==> src/rtl/pipe_hazard_scoreboard.sv <==
// Hazard and forwarding unit for the WISC pipeline.
// Keeps a shadow copy of the destination registers in flight after decode.
// From it the unit derives the operand forwarding selects, the load-use
// stall and a busy mask of pending writes.
module pipe_hazard_scoreboard #(
    parameter int NUM_REGS      = 16,
    parameter int REG_W         = 4,
    parameter int STAGES        = 3,
    parameter int LOAD_USE_DIST = 1,
    parameter int FSEL_W        = 2,
    parameter int CNT_W         = 16
) (
    input  logic                clk,
    input  logic                rst_n,
    input  logic                issue_valid,
    input  logic                issue_wr,
    input  logic                issue_is_load,
    input  logic [REG_W-1:0]    issue_rd,
    input  logic [REG_W-1:0]    src_rs,
    input  logic [REG_W-1:0]    src_rt,
    input  logic                src_rs_used,
    input  logic                src_rt_used,
    input  logic                flush,
    output logic                stall,
    output logic [FSEL_W-1:0]   fwd_sel_rs,
    output logic [FSEL_W-1:0]   fwd_sel_rt,
    output logic [NUM_REGS-1:0] busy_mask,
    output logic [CNT_W-1:0]    stall_count
);

    // Shadow pipeline. Index 0 is EX and index STAGES-1 is the last write-back stage.
    // Only the valid bits are reset. The payload is meaningless while its valid bit is low.
    logic             ent_vld [STAGES];
    logic             ent_wr  [STAGES];
    logic             ent_ld  [STAGES];
    logic [REG_W-1:0] ent_rd  [STAGES];

    logic             blk_rs;
    logic             blk_rt;
    logic             enter_p0;

    // Saturating increment for the stall counter. It holds at all-ones instead of wrapping.
    function automatic logic [CNT_W-1:0] sat_inc(input logic [CNT_W-1:0] v);
        return (v == {CNT_W{1'b1}}) ? v : v + CNT_W'(1);
    endfunction

    // An entry produces a source when it is a live write to that non-zero register,
    // and only when the operand is actually read.
    function automatic logic src_match(input logic             vld,
                                       input logic             wr,
                                       input logic [REG_W-1:0] rd,
                                       input logic [REG_W-1:0] s,
                                       input logic             used);
        return vld && wr && (rd == s) && (s != '0) && used;
    endfunction

    // Youngest-producer search for each operand.
    // Walking from oldest to youngest lets the youngest match overwrite the others.
    // The youngest match alone decides both the select and whether a load blocks.
    always_comb begin
        fwd_sel_rs = '0;
        fwd_sel_rt = '0;
        blk_rs     = 1'b0;
        blk_rt     = 1'b0;
        for (int i = STAGES - 1; i >= 0; i--) begin
            if (src_match(ent_vld[i], ent_wr[i], ent_rd[i], src_rs, src_rs_used)) begin
                fwd_sel_rs = FSEL_W'(i + 1);
                blk_rs     = ent_ld[i] && (i < LOAD_USE_DIST);
            end
            if (src_match(ent_vld[i], ent_wr[i], ent_rd[i], src_rt, src_rt_used)) begin
                fwd_sel_rt = FSEL_W'(i + 1);
                blk_rt     = ent_ld[i] && (i < LOAD_USE_DIST);
            end
        end
    end

    // A flush kills the ID instruction, so it also overrides any load-use stall.
    always_comb begin
        stall    = !flush && issue_valid && (blk_rs || blk_rt);
        enter_p0 = issue_valid && !stall && !flush;
    end

    // Pending-write mask. R0 is never reported.
    always_comb begin
        busy_mask = '0;
        for (int i = 0; i < STAGES; i++) begin
            if (ent_vld[i] && ent_wr[i] && (ent_rd[i] != '0)) begin
                busy_mask[ent_rd[i]] = 1'b1;
            end
        end
    end

    // Valid bits shift every cycle, because downstream stages never stall.
    // A flush squashes EX on its way into the next stage.
    always_ff @(posedge clk or negedge rst_n) begin
        if (!rst_n) begin
            for (int i = 0; i < STAGES; i++) begin
                ent_vld[i] <= 1'b0;
            end
        end else begin
            ent_vld[0] <= enter_p0;
            for (int i = 1; i < STAGES; i++) begin
                ent_vld[i] <= (i == 1) ? (ent_vld[0] && !flush) : ent_vld[i-1];
            end
        end
    end

    // Payload shift. The payload of a bubble is don't-care.
    always_ff @(posedge clk) begin
        ent_wr[0] <= issue_wr;
        ent_ld[0] <= issue_is_load;
        ent_rd[0] <= issue_rd;
        for (int i = 1; i < STAGES; i++) begin
            ent_wr[i] <= ent_wr[i-1];
            ent_ld[i] <= ent_ld[i-1];
            ent_rd[i] <= ent_rd[i-1];
        end
    end

    // Performance counter of stalled cycles.
    always_ff @(posedge clk or negedge rst_n) begin
        if (!rst_n) begin
            stall_count <= '0;
        end else if (stall) begin
            stall_count <= sat_inc(stall_count);
        end
    end

endmodule

==> config.mk <==
export PLATFORM = sky130hd
export DESIGN_NAME = pipe_hazard_scoreboard
export DESIGN_NICKNAME = d
export VERILOG_FILES = /design/src/rtl/pipe_hazard_scoreboard.sv
export SDC_FILE = /design/constraint.sdc
export NUM_CORES = 1
export LEC_CHECK = 0
export ABC_AREA = 1
export CORE_MARGIN = 2
export CORE_UTILIZATION = 45
export CTS_CLUSTER_SIZE = 28
export DETAILED_ROUTE_END_ITERATION = 6
export GPL_ROUTABILITY_DRIVEN = 1
export PLACE_DENSITY = 0.82
export SYNTH_ARGS = -nofsm -noshare
export SYNTH_HDL_FRONTEND = slang
export SYNTH_SLANG_ARGS = --single-unit
==> constraint.sdc <==
create_clock -name clk -period 4.8 [get_ports clk]
set_clock_uncertainty 0.2 [all_clocks]
set_input_delay 0.96 -clock clk [delete_from_list [all_inputs] [get_ports clk]]
set_output_delay 0.96 -clock clk [all_outputs]
set_load 0.02 [all_outputs]
# After elaboration in Yosys (flattened, before gate mapping)
# Memory sizes are Yosys's and may differ from the RTL's.
# Cells that the tools add are included.
[op_classes] eq_ne=7 n_reduce_logical=41 addsub=1 bitwise_logic=3 order_cmp=6 n_mux=17
[op_table] cell="$mux W16" count=3
[op_table] cell="$logic_and A1 B1 Y1" count=32
[op_table] cell="$or A16 B16 Y16" count=2
[op_table] cell="$eq A4 B4 Y1" count=6
[op_table] cell="$reduce_bool A4 Y1" count=5
[op_table] cell="$add A16 B1 Y16 const B" count=1
[op_table] cell="$eq A16 B16 Y1 const B" count=1
[op_table] cell="$lt A4 B5 Y1 const B" count=3
[op_table] cell="$demux W1 S4" count=3
[op_table] cell="$ge A4 B1 Y1 const B" count=3
[op_table] cell="$mux W2" count=6
[op_table] cell="$mux W1" count=5
[op_table] cell="$logic_not A1 Y1" count=2
[op_table] cell="$reduce_and A2 Y1" count=1
[op_table] cell="$logic_or A1 B1 Y1" count=1
[op_table] cell="$not A1 Y1" count=1
[word_totals] ramBits=18 word_cells=82 memories=3 out_inout_bits=37 regBits=19 in_bits=20
[memory_table] name="ent_rd" words=3 width=4 read_ports=3 rd_clocked_by_memory_dff=0 write_ports=3 line_no="36" source="logic [REG_W-1:0] ent_rd [STAGES];"
[memory_table] name="ent_ld" words=3 width=1 read_ports=2 rd_clocked_by_memory_dff=0 write_ports=3 line_no="35" source="logic ent_ld [STAGES];"
[memory_table] name="ent_wr" words=3 width=1 read_ports=3 rd_clocked_by_memory_dff=0 write_ports=3 line_no="34" source="logic ent_wr [STAGES];"

# Depth between registers and ports, before layout
# Gate-level depths: netlist of run 1.
[logic_depth] word_depth=10 depth_mapped=11 mapped_depth_nobuf=10

# Least setup slack after synthesis of run 1
# No wires, ideal clock.
[synth_path] kind="input-to-output" startpoint="input src_rt[2]" endpoint="output stall" required_ns=3.640 path_stages=10 t_arrival_ns=1.873 slack_ns=1.767 path_buffers=1 cell_sequence="inv_1 -> nand2_1 -> nand2_1 -> nand2_1 -> nor2_2 -> nand3_2 -> nand2_4 -> buf_2 -> nand2_1 -> inv_1"
[synth_between] elab_chain_len=7 word_cells_on_any_way=8 classes_between="eq/ne: 1; mux: 1; reduce/logical: 6"
[synth_lines] item="start, declared" line_no="20" source="input logic [REG_W-1:0] src_rt,"
[synth_lines] item="$eq A4 B4 Y1" line_no="54" source="return vld && wr && (rd == s) && (s != '0) && used;"
[synth_lines] item="$logic_and A1 B1 Y1" line_no="54"
[synth_lines] item="$logic_and A1 B1 Y1 * (2 in series)" line_no="54"
[synth_lines] item="$mux W1 *" line_no="70" source="if (src_match(ent_vld[i], ent_wr[i], ent_rd[i], src_rt, src_rt_used)) begin"
[synth_lines] item="$logic_or A1 B1 Y1 *" line_no="79" source="stall = !flush && issue_valid && (blk_rs || blk_rt);"
[synth_lines] item="$logic_and A1 B1 Y1 *" line_no="79"
[synth_lines] item="end, declared" line_no="24" source="output logic stall,"
# Every way passes the cells marked *; elsewhere a longest branch is shown, timed or not.

# Worst setup path in the final report of run 1
[layout_path] startpoint="input src_rt[1]" endpoint="output stall"
# The elaborated chain is that of the path after synthesis.

==> reports/qor.txt, run 1 <==
EDFF count, synth: 0
Initial DRT Pass Iterations: 5
Starting Density: 47.2%
Setup Fix Bufs, Post-CTS: 0
Filler cells: 461
Setup crit start kind: primary input
Final min period: 4.14 ns
Routed Antenna Nets: 0
Port bufs: 55
Post-synth net total: 384
Setup TNS: 0 ns
Final Wtd Congestion: 0.949
Clk slew on worst S/H paths: 0.08 ns
CP max stage cell: clkdlybuf4s50_1
Clock Latency Late Sink: 0.28 ns
CP max FO: 19
F_max: 0.241 GHz
Arr. time, crit path: 2.98 ns
Async SR Flop Fraction: 54.3%
Cell chain of the critical path: clkdlybuf4s50_1 -> inv_1 -> nand2_1 -> nand2_1 -> nor2_1 -> nand3_2 -> nand2_4 -> nand2_1 -> inv_1 -> clkdlybuf4s50_1
Final setup vio count: 0
Die Y-Extent: 77.7 microns
H-tree Lvls: 2
Cell Area, Synth: 2440 sq um
CTS tree: done
Part of the power in registers: 47.9%
Root cell of the clock tree: clkbuf_8
Clk pwr share: 39.7%
Cell Rows: 26
Flops & latches, synth: 35
VDD IR max: 0.219 mV
Max-cap violations: 0
Non-Filler Instances: 489
Pwr dens: 209 nW/um^2
Hold/Removal Path Class: register to register
Clock sink count: 35
Largest net degree at the start of global routing: 20
Vias in the first global route: 2440
Post-synth top flop: dfrtp_1
DR WL/cell: 13.7 microns
Setup crit end kind: output port
Fraction of layout cells with a size suffix above 1: 7.88%
Cells after Synth: 363
Library cells used by synthesis: 33
Antenna fix cells: 0
Die width: 77.7 microns
First-pass GRT wire length: 11.0 mm
Post-synthesis sequential area ratio: 32.6%
Residual DRC: 0
Detail Placement HPWL: 5.07 mm
Core ar.: 5170 sq um
Slew margin rel.: 42.5%
# IOs: 57
Status: complete, no violations
Placed Area: 3030 sq um
Post-CTS Hold Fix Bufs: 0
PostCTS Resize Cnt: 0
Setup ws final: 0.656 ns
Total GRT Usage: 22.3%
Average size of a mapped cell: 6.72 sq um
Post-Place Worst Slack: 0.665 ns
Max Slew Vio Count: 0
Vias: 2644
Grt total ovfl: 0
Most used cell, CP: nand2_1
DIE AREA: 6030 sq um
Lkg Pwr: 1.45 nW
Psw: 0.000168 W
Largest stage delay, worst path: 0.59 ns
Worst path buffer plus inverter count: 4
Measured slew at the worst slew-check pin: 0.860 ns
CP delay by family, top: buffers and inverters
Clk buf depth: 2
Syn-to-layout area delta: 28.9%
Dpl cells: 481
TritonCTS Buffers: 5
Initial antenna violation count: 0
NumNets Final: 439
RSZ-0062 raised after global routing: false
Routed Wire Length: 6.71 mm
Final-report hold violation count: 0
Worst Path Required: 3.64 ns
Hold Slack: 0.154 ns
Post-DR vias/cell: 5.41
Switching share of power: 25.5%
Finished Cell Area: 3150 sq um
YS warnings: 0
Final period utilization: 86.3%
Kind of critical path: primary input to output port
Pint: 0.000489 W
Iter 0 DRT Violations: 296
Comb pwr share: 12.4%
[sequential cells by signal (all words and copies together) (netlist names)]
register and flops:
stall_count 16, ent_rd 12, ent_vld 3, ent_wr 3
ent_ld 1
[power groups by stage]
stage                     logic (W)  registers (W)  clock network (W)
after floorplan           0.0000454       0.000314                  0
after global placement    0.0000791       0.000320                  0
after detailed placement  0.0000802       0.000320                  0
after CTS                 0.0000808       0.000314           0.000267
after global routing      0.0000896       0.000316           0.000282
final                     0.0000817       0.000315           0.000261
[path summary, 6_finish.rpt]
kind | start | endpoint | slack, ns | depth (start not counted)
max in group asynchronous | rst_n | stall_count[9]$_DFFE_PN0P_ | 2.90 | 1
setup reg to reg | stall_count[0]$_DFFE_PN0P_ | stall_count[2]$_DFFE_PN0P_ | 2.69 | 9
hold / removal | ent_wr[0][0]$_DFF_P_ | ent_wr[0][1]$_DFF_P_ | 0.15 | 0
hold reg to reg | ent_wr[0][0]$_DFF_P_ | ent_wr[0][1]$_DFF_P_ | 0.15 | 0
min in group asynchronous | rst_n | stall_count[11]$_DFFE_PN0P_ | 0.97 | 1
setup / recovery | src_rt[1] | stall | 0.66 | 10
[final cells by class]
cell class,instances,area (sq um),share of cell area (%)
clock inverters,3,43.8,1.39
multi-input cells,274,1420,45.1
clock buffers,5,68.8,2.19
inverters,46,173,5.49
flip-flops and latches,35,796,25.3
well taps,70,87.6,2.78
repair buffers,56,558,17.7
[routing by layer]
layer | up-vias | routed length [microns] | part of all wire [%] | GRT usage, %
met5 | - | 0 | 0 | 0
met4 | 0 | 152 | 2.3 | 6.96
met3 | 23 | 628 | 9.4 | 3.84
met2 | 147 | 2960 | 44 | 34.5
met1 | 1178 | 2970 | 44 | 31.7
li1 | 1296 | - | - | -
[per-stage QoR]
step	utilization, %	power [W]
final	60.8	0.000657
after global routing	60.8	0.000687
after CTS	60.8	0.000662
after detailed placement	58.6	0.000400
after global placement	58.6	0.000399
after floorplan	-	0.000360
[placed cells by master, fill, tap and decap left out, types with 2 or more instances in the layout]
cell | netlist | routed
nand3_2 | 3 | 3
o22ai_1 | 9 | 9
nor3_1 | 8 | 8
o21ai_0 | 2 | 2
dfxtp_1 | 16 | 16
clkbuf_8 | 0 | 5
xnor2_1 | 4 | 4
o211ai_1 | 7 | 7
nand3_4 | 2 | 2
nor2_4 | 2 | 2
a21oi_1 | 2 | 2
and3_1 | 2 | 2
dfrtp_1 | 19 | 19
nand3_1 | 22 | 22
nor2_1 | 37 | 37
o221ai_1 | 5 | 5
nand2_2 | 10 | 10
nand2_1 | 113 | 113
xor2_1 | 11 | 11
nand2_4 | 2 | 2
clkdlybuf4s50_1 | 0 | 55
inv_1 | 45 | 45
a21boi_0 | 2 | 2
nor2_2 | 4 | 4
nand4_1 | 22 | 22
[synthesized netlist by cell type (all sizes together) (4+ instances only)]
cell type	instances	share of area [%]
nand2	125	21
inv	46	7.1
nor2	43	7.6
nand3	27	7.2
nand4	22	5.6
dfrtp	19	19
dfxtp	16	13
xor2	11	3.9
o22ai	9	2.3
nor3	8	1.6
o211ai	7	2.2
buf	5	1.7
o221ai	5	1.8
xnor2	4	1.4
[cells by family (layout without fill, tap and decap cells)]
| group | Yosys count | count (layout) | synth area share, % |
|---|---|---|---|
| fa+ha+maj | 1 | 1 | 0.512 |
| compound gates | 28 | 28 | 8.05 |
| simple gates | 229 | 229 | 44.0 |
| buf+inv | 54 | 110 | 9.28 |
| flops | 35 | 35 | 32.6 |
| xor+xnor | 15 | 15 | 5.38 |
| other cells | 1 | 1 | 0.154 |
Power figures use the tool's default switching activity.
==> inputs of run 2 (changes only) <==
CORE_UTILIZATION = 39   (was 45)
PLACE_DENSITY = 0.74   (was 0.82)
==> reports/qor.txt, run 2 (same netlist as run 1, synthesis figures left out) <==
Critical path origin: src_rs[3]
Initial DRT Pass Iterations: 5 (unchanged)
Die width: 83.1 microns (+7.0%)
Most flop-heavy register: stall_count
Psw: 0.000163 W (-3.0%)
Crit path depth: 10 (unchanged)
Slew margin rel.: 41.3% (-1.2 points)
Post-Place Worst Slack: 0.675 ns (+0.00998 ns)
NumNets Final: 439 (unchanged)
Top flop regs: stall_count: 16 flops, ent_rd: 12 flops
Comb pwr share: 13.5% (+1.1 points)
Pwr dens: 196 nW/um^2 (-6.2%)
Largest net degree at the start of global routing: 20 (unchanged)
VDD IR max: 0.130 mV (-41%)
Worst Path Required: 3.64 ns (about the same)
Clock Latency Late Sink: 0.29 ns (about the same)
H-tree Lvls: 2 (unchanged)
Max-cap violations: 0 (unchanged)
Root cell of the clock tree: clkbuf_8
Clk slew on worst S/H paths: 0.06 ns (-0.02 ns)
Grt total ovfl: 0 (unchanged)
Initial antenna violation count: 0 (unchanged)
CP max FO: 19 (unchanged)
Crit path to: stall
Final min period: 4.16 ns (+0.0140 ns)
Routed Wire Length: 7.01 mm (+4.5%)
Commonest non-fill, non-tap cells in the layout: 113 x nand2_1, 55 x clkdlybuf4s50_1, 45 x inv_1, 37 x nor2_1
Post-CTS Hold Fix Bufs: 0 (unchanged)
Vias: 2635 (-0.34%)
Part of the power in registers: 51.3% (+3.4 points)
Final period utilization: 86.6% (+0.29 points)
Measured slew at the worst slew-check pin: 0.878 ns (+0.0176 ns)
Lkg Pwr: 1.44 nW (-0.68%)
FF-to-FF Start: stall_count[0]$_DFFE_PN0P_
Die Y-Extent: 83.1 microns (+7.0%)
Clock sink count: 35 (unchanged)
Most common cell after layout, fill and taps aside: nand2_1
First-pass GRT wire length: 11.6 mm (+5.6%)
Final-report hold violation count: 0 (unchanged)
Antenna fix cells: 0 (unchanged)
Worst path buffer plus inverter count: 3 (-1)
Port bufs: 55 (unchanged)
CP max stage cell: clkdlybuf4s50_1
F_max: 0.241 GHz (-0.34%)
Iter 0 DRT Violations: 168 (-43%)
Cell chain of the critical path: clkdlybuf4s50_1 -> nor2_1 -> nand2_1 -> nand2_1 -> nor2_2 -> nand3_2 -> nand2_4 -> nand2_1 -> inv_1 -> clkdlybuf4s50_1
Max reg flops: 16 (unchanged)
Pint: 0.000451 W (-7.9%)
Setup TNS: 0 ns (unchanged)
Starting Density: 40.7% (-6.4 points)
Post-DR vias/cell: 5.33 (-1.3%)
R2R setup slack: 2.69 ns (about the same)
Routed Antenna Nets: 0 (unchanged)
R2r worst-path depth: 9 (unchanged)
Hold Startpoint: ent_wr[0][0]$_DFF_P_
Fraction of layout cells with a size suffix above 1: 7.64% (-0.24 points)
Clk buf depth: 2 (unchanged)
Residual DRC: 0 (unchanged)
Cell Rows: 28 (+7.7%)
Most used cell, CP: nand2_1
Filler cells: 602 (+31%)
Max Slew Vio Count: 0 (unchanged)
CTS tree: done
Clk pwr share: 35.2% (-4.5 points)
Setup crit end kind: output port
Hold/Removal Path Class: register to register
TritonCTS Buffers: 5 (unchanged)
Total GRT Usage: 20.5% (-1.8 points)
PostCTS Resize Cnt: 0 (unchanged)
Kind of critical path: primary input to output port
Arr. time, crit path: 3.00 ns (+0.02 ns)
Final Wtd Congestion: 0.961 (+1.2%)
Setup ws final: 0.642 ns (-0.0140 ns)
Final setup vio count: 0 (unchanged)
Core ar.: 5990 sq um (+16%)
Switching share of power: 26.5% (+1.0 points)
Status: complete, no violations
DIE AREA: 6910 sq um (+15%)
Hold path depth: 0 (unchanged)
Reg2reg end: stall_count[2]$_DFFE_PN0P_
Final Util: 52.3% (-8.6 points)
Setup Fix Bufs, Post-CTS: 0 (unchanged)
Largest stage delay, worst path: 0.59 ns (about the same)
Setup crit start kind: primary input
CP delay by family, top: buffers and inverters
DR WL/cell: 14.2 microns (+3.5%)
Vias in the first global route: 2454 (+0.57%)
RSZ-0062 raised after global routing: false
Syn-to-layout area delta: 28.2%
Detail Placement HPWL: 5.37 mm (+5.8%)
# IOs: 57 (unchanged)
-- run 2: worst min path at each step --
stage	end	slack [ns]
after floorplan	ent_rd[0][7]$_DFF_P_	0.13
after global placement	ent_wr[0][1]$_DFF_P_	0.13
after detailed placement	ent_wr[0][1]$_DFF_P_	0.15
after CTS	ent_wr[0][1]$_DFF_P_	0.16
after global routing	ent_wr[0][2]$_DFF_P_	0.17
final	ent_wr[0][1]$_DFF_P_	0.15
-- run 2: power by group through the flow --
stage / Clock [W] / Combinational [W] / Sequential (W)
6_report: 0.000216 / 0.0000827 / 0.000315
5_1_grt: 0.000239 / 0.0000907 / 0.000316
4_1_cts: 0.000225 / 0.0000816 / 0.000314
3_5_place_dp: 0 / 0.0000811 / 0.000321
3_3_place_gp: 0 / 0.0000815 / 0.000321
2_1_floorplan: 0 / 0.0000454 / 0.000314
-- run 2: layout make-up --
class	instances	area, sq um	area share (%)
Inverter	46	173	5.52
Timing Repair Buffer	56	558	17.8
Multi-Input combinational cell	274	1420	45.3
Sequential cell	35	796	25.4
Tap cell	75	93.8	3.00
Clock inverter	1	5.00	0.160
Clock buffer	7	86.3	2.76
-- run 2: per-stage QoR --
stage	cells	power [W]	hold WS [ns]	cell area (sq um)
5_1_grt	494	0.000645	0.166	3130
2_1_floorplan	363	0.000360	0.126	2440
3_3_place_gp	486	0.000402	0.134	3040
3_5_place_dp	486	0.000402	0.147	3040
4_1_cts	494	0.000621	0.159	3130
6_report	494	0.000613	0.155	3130
-- run 2: layer usage --
metal  wire [microns]  part of all wire, %  track usage, %  up-vias
met2             3100                   44            30.4      118
met3              501                  7.1            4.37       14
met4              118                  1.7            7.15        0
li1                 -                    -               -     1295
met1             3290                   47            29.4     1208
met5                0                    0               0        -
==> inputs of run 3 (changes only) <==
CAP_MARGIN = 10   (was not set)
==> results of run 3 <==
Final layout, timing and power as in run 2 (identical DEF).
